`src/rtl/alu_seq_ctrl_if.sv`:
```
// Handshake bundle between the command source and the ALU operation sequencer.
// master = command source / datapath side, slave = sequencer.
interface alu_seq_ctrl_if #(
  parameter int DATA_W = 8,
  parameter int OP_W   = 4
);
  logic              start;
  logic [OP_W-1:0]   op_in;
  logic [DATA_W-1:0] bus_in;
  logic              bus_valid;
  logic              alu_done;
  logic              ld_a;
  logic              ld_b;
  logic [OP_W-1:0]   op_out;
  logic              alu_start;
  logic              ld_r;
  logic              busy;
  logic              done;
  logic              err;

  modport master (
    output start, op_in, bus_in, bus_valid, alu_done,
    input  ld_a, ld_b, op_out, alu_start, ld_r, busy, done, err
  );

  modport slave (
    input  start, op_in, bus_in, bus_valid, alu_done,
    output ld_a, ld_b, op_out, alu_start, ld_r, busy, done, err
  );
endinterface

```
`src/rtl/alu_seq_ctrl.sv`:
```
// ALU operation sequencer: latch opcode, steer A then B from the shared bus,
// start the ALU, wait (bounded) for completion, then load the result and report.
module alu_seq_ctrl #(
  parameter int DATA_W  = 8,
  parameter int OP_W    = 4,
  parameter int TIMEOUT = 255
) (
  input logic           clk,
  input logic           rst,
  alu_seq_ctrl_if.slave bus
);

  typedef enum logic [2:0] {
    S_IDLE, S_GET_A, S_GET_B, S_EXEC, S_WAIT, S_DONE
  } state_t;

  localparam logic [7:0] CNT_LAST = 8'(TIMEOUT - 1);

  state_t          state, state_nx;
  logic [OP_W-1:0] op_q;
  logic [7:0]      cnt;
  logic            err_q;

  // Operands go straight from the bus to the register bank; nothing is stored here.
  logic [DATA_W-1:0] bus_in_unused;
  assign bus_in_unused = bus.bus_in;

  always_ff @(posedge clk) begin
    if (rst) state <= S_IDLE;
    else     state <= state_nx;
  end

  always_ff @(posedge clk) begin
    if (rst) begin
      op_q  <= '0;
      cnt   <= '0;
      err_q <= 1'b0;
    end else begin
      case (state)
        S_IDLE: if (bus.start) op_q <= bus.op_in;
        S_EXEC: cnt <= '0;
        S_WAIT: begin
          // alu_done takes priority over an expiring count in the last WAIT cycle
          if (bus.alu_done)       err_q <= 1'b0;
          else if (cnt == CNT_LAST) err_q <= 1'b1;
          else                    cnt   <= cnt + 8'd1;
        end
        default: ;
      endcase
    end
  end

  always_comb begin
    state_nx = state;
    case (state)
      S_IDLE:  if (bus.start)     state_nx = S_GET_A;
      S_GET_A: if (bus.bus_valid) state_nx = S_GET_B;
      S_GET_B: if (bus.bus_valid) state_nx = S_EXEC;
      S_EXEC:  state_nx = S_WAIT;
      S_WAIT:  if (bus.alu_done || cnt == CNT_LAST) state_nx = S_DONE;
      S_DONE:  state_nx = S_IDLE;
      default: state_nx = S_IDLE;
    endcase
  end

  // Everything is held low while rst is asserted, Mealy enables included.
  always_comb begin
    bus.ld_a      = 1'b0;
    bus.ld_b      = 1'b0;
    bus.alu_start = 1'b0;
    bus.ld_r      = 1'b0;
    bus.done      = 1'b0;
    bus.err       = 1'b0;
    bus.busy      = 1'b0;
    bus.op_out    = '0;
    if (!rst) begin
      bus.busy   = (state != S_IDLE);
      bus.op_out = op_q;
      case (state)
        S_GET_A: bus.ld_a      = bus.bus_valid;
        S_GET_B: bus.ld_b      = bus.bus_valid;
        S_EXEC:  bus.alu_start = 1'b1;
        S_WAIT:  bus.ld_r      = bus.alu_done;
        S_DONE: begin
          bus.done = 1'b1;
          bus.err  = err_q;
        end
        default: ;
      endcase
    end
  end

endmodule

```
`src/flat_wrapper.sv`:
```
// flat-port wrapper written by rule: the top's interface ports become plain ports
module alu_seq_ctrl_flat 
#(
  parameter int DATA_W  = 8,
  parameter int OP_W    = 4,
  parameter int TIMEOUT = 255
)
  (clk, rst, bus_start, bus_op_in, bus_bus_in, bus_bus_valid, bus_alu_done, bus_ld_a, bus_ld_b, bus_op_out, bus_alu_start, bus_ld_r, bus_busy, bus_done, bus_err);
  alu_seq_ctrl_if #(.DATA_W(DATA_W), .OP_W(OP_W)) bus_i ();
  input logic clk;
  input logic rst;
  input wire logic [$bits(bus_i.start)-1:0] bus_start;
  input wire logic [$bits(bus_i.op_in)-1:0] bus_op_in;
  input wire logic [$bits(bus_i.bus_in)-1:0] bus_bus_in;
  input wire logic [$bits(bus_i.bus_valid)-1:0] bus_bus_valid;
  input wire logic [$bits(bus_i.alu_done)-1:0] bus_alu_done;
  output wire logic [$bits(bus_i.ld_a)-1:0] bus_ld_a;
  output wire logic [$bits(bus_i.ld_b)-1:0] bus_ld_b;
  output wire logic [$bits(bus_i.op_out)-1:0] bus_op_out;
  output wire logic [$bits(bus_i.alu_start)-1:0] bus_alu_start;
  output wire logic [$bits(bus_i.ld_r)-1:0] bus_ld_r;
  output wire logic [$bits(bus_i.busy)-1:0] bus_busy;
  output wire logic [$bits(bus_i.done)-1:0] bus_done;
  output wire logic [$bits(bus_i.err)-1:0] bus_err;
  assign bus_i.start = bus_start;
  assign bus_i.op_in = bus_op_in;
  assign bus_i.bus_in = bus_bus_in;
  assign bus_i.bus_valid = bus_bus_valid;
  assign bus_i.alu_done = bus_alu_done;
  assign bus_ld_a = bus_i.ld_a;
  assign bus_ld_b = bus_i.ld_b;
  assign bus_op_out = bus_i.op_out;
  assign bus_alu_start = bus_i.alu_start;
  assign bus_ld_r = bus_i.ld_r;
  assign bus_busy = bus_i.busy;
  assign bus_done = bus_i.done;
  assign bus_err = bus_i.err;
  alu_seq_ctrl #(.DATA_W(DATA_W), .OP_W(OP_W), .TIMEOUT(TIMEOUT)) u_core (.clk(clk), .rst(rst), .bus(bus_i));
endmodule
```
`config.mk`:
```
export PLATFORM = sky130hd
export DESIGN_NAME = alu_seq_ctrl_flat
export DESIGN_NICKNAME = d
export VERILOG_FILES = /design/src/rtl/alu_seq_ctrl_if.sv /design/src/rtl/alu_seq_ctrl.sv /design/src/flat_wrapper.sv
export SDC_FILE = /design/constraint.sdc
export NUM_CORES = 1
export LEC_CHECK = 0
export ABC_CLOCK_PERIOD_IN_PS = 1700
export CAP_MARGIN = 20
export CORE_MARGIN = 2
export CORE_UTILIZATION = 40
export DETAILED_ROUTE_END_ITERATION = 10
export PLACE_DENSITY = 0.7
export REMOVE_ABC_BUFFERS = 1
export SYNTH_ARGS = -nofsm -noshare
export SYNTH_HDL_FRONTEND = slang
export SYNTH_SLANG_ARGS = --single-unit
```
`constraint.sdc`:
```
create_clock -name clk -period 1.7 [get_ports clk]
set_input_delay 0.425 -clock clk [delete_from_list [all_inputs] [get_ports clk]]
set_output_delay 0.425 -clock clk [all_outputs]
set_load 0.01 [all_outputs]
```
==> key figures, run 1 <==
Power and ir drop
  • Seq pwr share: a little over half
  • Clk pwr share: 26.5%
  • Switching Fraction: 26.7%
  • Power per cell area: 593 mW/mm^2
  • Net Sw Power: 203 uW
  • Internal power: 557 uW
  • Leakage Power: 0.479 nW
  • Peak VDD IR: 0.347 mV
  • Comb pwr share: 20.7%

Critical path
  • Reg2Reg Depth: 7
  • Crit-path max cell delay: around 0.36 ns
  • CP bufs+invs: 3
  • Worst EP arrival: 1.94 ns
  • End of the worst register-to-register path: u_core.cnt[3]
  • Element type at the critical path end: flop
  • Crit path cell chain: buf_6, buf_4, nor4b_4, o21ai_2, buf_4, or3_1, a31oi_1
  • Worst Setup Path Type: reg2reg
  • FF-to-FF Start: u_core.state[1]
  • Setup slack, reg-to-reg: -0.02 ns
  • Worst EP required: around 1.9 ns
  • Crit Path Max Fanout: 4
  • Startpoint types: flop
  • Critical path's top delay family: simple AND/OR/NAND/NOR gates
  • CP dominant cell by count: buf_4
  • Critical Path Slowest Stage Cell: dfxtp_2

Logic synthesis
  • Synth Warn #: 0
  • Seq/Total Area, Yosys: around 36%
  • Main combinational cell family by area after synthesis: simple AND/OR/NAND/NOR gates
  • Compound-Gate Fraction of Synth Area: 13.2%
  • Synth Area in XOR/XNOR: 0%
  • Syn_area_per_cell: 8.27 sq um
  • Syn Std Cell Area: about 900 sq um
  • Count of cell types in the netlist: 30
  • Adder-cell share of the synthesized area: 2.80%
  • Most common cell in the netlist: dfxtp_1
  • Post-synth top area cell: dfxtp_1
  • Synth area leaders: dfxtp_1 (36%), nand3_1 (8.4%), nor2_1 (4.6%)
  • Post-synthesis mux area share: between 4 and 5%
  • EDFF count, synth: 0
  • Yosys reg bits: 16
  • Synth Area in Simple Gates: roughly two fifths
  • Top FF cell, synth: dfxtp_1
  • Cell count after synthesis: 108
  • Post-synth ARST share: 0%
  • Post-synth top area share: approximately 36%
  • Post-synth top cells: dfxtp_1 (16), nand3_1 (15), nor2_1 (11), a21oi_1 (6)

STA
  • Setup Skew: 0.00475 ns
  • Final period util: 101%
  • Final Max Slew Viols: 0
  • Slew HR: 72.0%
  • Fin crit period: between 1.5 and 2 ns
  • RSZ-0062 raised after global routing: yes
  • Slew @ Worst Pin: 0.410 ns
  • Final Hold Fails: 0
  • Slack of the critical path: -0.0174 ns
  • Finish-stage setup viols: 2
  • Final TNS setup: -0.0269 ns
  • Fmax: 0.582 GHz

Routing
  • Vias: 922
  • Drt pass-1 iters: 4
  • Residual DRC count: 0
  • Initial DRC count: 22
  • WL/cell: 12.9 um
  • WL final: 2.23 mm
  • Via density: between 5 and 6
  • DRT antenna net count: 0

Clock network
  • # H-tree levels: 1
  • Cts-stage hold buffer count: 0
  • Clock Sinks: 16
  • CTS Buffer Depth: 2
  • CTS tree: done
  • Clk slew on worst S/H paths: approximately 0.10 ns
  • Worst-Skew Late Latency: 0.28 ns
  • Cts bufs inserted: 3
  • Clk root buf: clkbuf_4

Placed design
  • Area after DPL: about 0.0012 sq mm
  • HPWL after detailed placement: 1.53 mm
  • Buffers added on ports: 19
  • Routability cong.: 0.840

Finish
  • Design Area, Final: 0.00128 sq mm
  • Layout area overhead: 43.3%
  • Nets@finish: 165
  • Share of cells above drive strength 1: a little under a third
  • # fillers: 206
  • # diodes: 0

Global route
  • Vias in the first global route: about 850
  • Initial antenna violation count: 0
  • GRT Residual Overflow: 0
  • First-pass GRT wire length: ~3.5 mm
  • Pin count of the biggest net entering global routing: 16
  • GRT Total Usage: 17.7%

Die
  • Die extent in y: roughly 51 um
  • FP Rows: 17
  • Die ar.: around 0.0026 sq mm
  • Area of the core: around 0.0022 sq mm
  • Ports: 28
  • Die W: 51.3 um
  • Starting Density: 41.2%

Run
  • Max_cap viols: 0

Run status
  • Failing checks: negative setup slack
  • Status: complete, but fails checks

Worst hold path
  • Hold Path Sink: u_core.op_q[1]
  • Cell depth of the worst min-delay path: 2
  • Hold path startpoint: u_core.op_q[1]
  • Hold Path Class: reg2reg
[kinds of logic (layout without fill, tap and decap cells)]
| kind of cell | count (synthesis) | after routing |
|---|---|---|
| and+or+nand+nor | 59 | 59 |
| AOI/OAI and AO/OA | 18 | 18 |
| DFF | 16 | 16 |
| buffers and inverters | 9 | 45 |
| muxes | 4 | 4 |
| adders and majority gates | 2 | 2 |
[through the flow]
step / std cells / total power, mW / setup WS, ns / util [%] / hold WS (ns)
after floorplan: 100 / 0.468 / -0.239 / - / 0.452
after global placement: 164 / 0.548 / -0.639 / 55.6 / 0.465
after detailed placement: 164 / 0.551 / -0.677 / 55.6 / 0.486
after CTS: 171 / 0.756 / -0.0425 / 58.4 / 0.511
after global routing: 172 / 0.805 / -0.116 / 59.0 / 0.544
final: 172 / 0.759 / -0.0174 / 59.0 / 0.505
[power by group through the flow]
stage / Combinational [mW] / Clock (mW) / Sequential (mW)
floorplan: 0.0560 / 0 / 0.412
global placement: 0.144 / 0 / 0.404
detailed placement: 0.147 / 0 / 0.405
CTS: 0.151 / 0.207 / 0.398
global route: 0.171 / 0.230 / 0.403
finish: 0.157 / 0.201 / 0.401
[worst max path at each step]
stage                    start  cells past startpoint  slack (ns)            end
3_3_place_gp               rst                      4       -0.64        bus_err
4_1_cts        u_core.state[1]                      5       -0.04       bus_ld_r
3_5_place_dp               rst                      4       -0.68        bus_err
2_1_floorplan  u_core.state[2]                      4       -0.24  u_core.cnt[6]
6_report       u_core.state[1]                      7       -0.02  u_core.cnt[3]
5_1_grt        u_core.state[1]                      7       -0.12  u_core.cnt[3]
[placed cells by master, fill, tap and decap left out, types with 3 or more instances in the layout]
cell type	count
clkbuf_4	3
nor2b_1	5
buf_6	6
clkbuf_2	6
buf_2	4
nand2b_1	3
clkdlybuf4s50_1	5
buf_4	16
dfxtp_1	13
mux2i_1	4
nand3_1	15
a31oi_1	5
nor2_1	11
dlygate4sd2_1	3
a21oi_1	6
nand3b_1	5
or4_1	3
nand2_1	4
[cell type report]
cell class | instances | area [sq um] | area share (%)
sequential | 16 | 327 | 25.5
multi-input combinational | 83 | 567 | 44.3
tap | 28 | 35.0 | 2.74
inverter | 1 | 3.75 | 0.293
timing repair buffer | 41 | 325 | 25.4
clock buffer | 3 | 22.5 | 1.76
[registers in the layout (all words and copies together) (netlist names)]
register and cells:
u_core.op_q 4, u_core.cnt 8, u_core.state 3, u_core.err_q 1
[worst min-delay path, delay by kind of cell, from the launching register on]
kind	cells	cell delay [ns]
mux	1	0.06
simple gates	1	0.08
flops	1	0.33
[per-layer routing]
layer	GRT usage (%)	routed length (um)
met3	5.26	109
met2	29.7	1160
met4	3.95	0
met5	0	0
met1	22.5	960
[what timing repair did]
item / in CTS / in global routing
pin swaps: 7 / 4
resized for setup: 40 / 16
cloned: 0 / 0
setup buffers: 4 / 1
setup endpoints to repair: 14 / 14
Note: power is estimated with default switching activity, not from simulation.
==> run 2, diff against run 1 <==
- SLEW_MARGIN: unset -> 25
==> results of run 2 <==
Same layout as run 1: the final DEF is identical, and so are final timing and power.
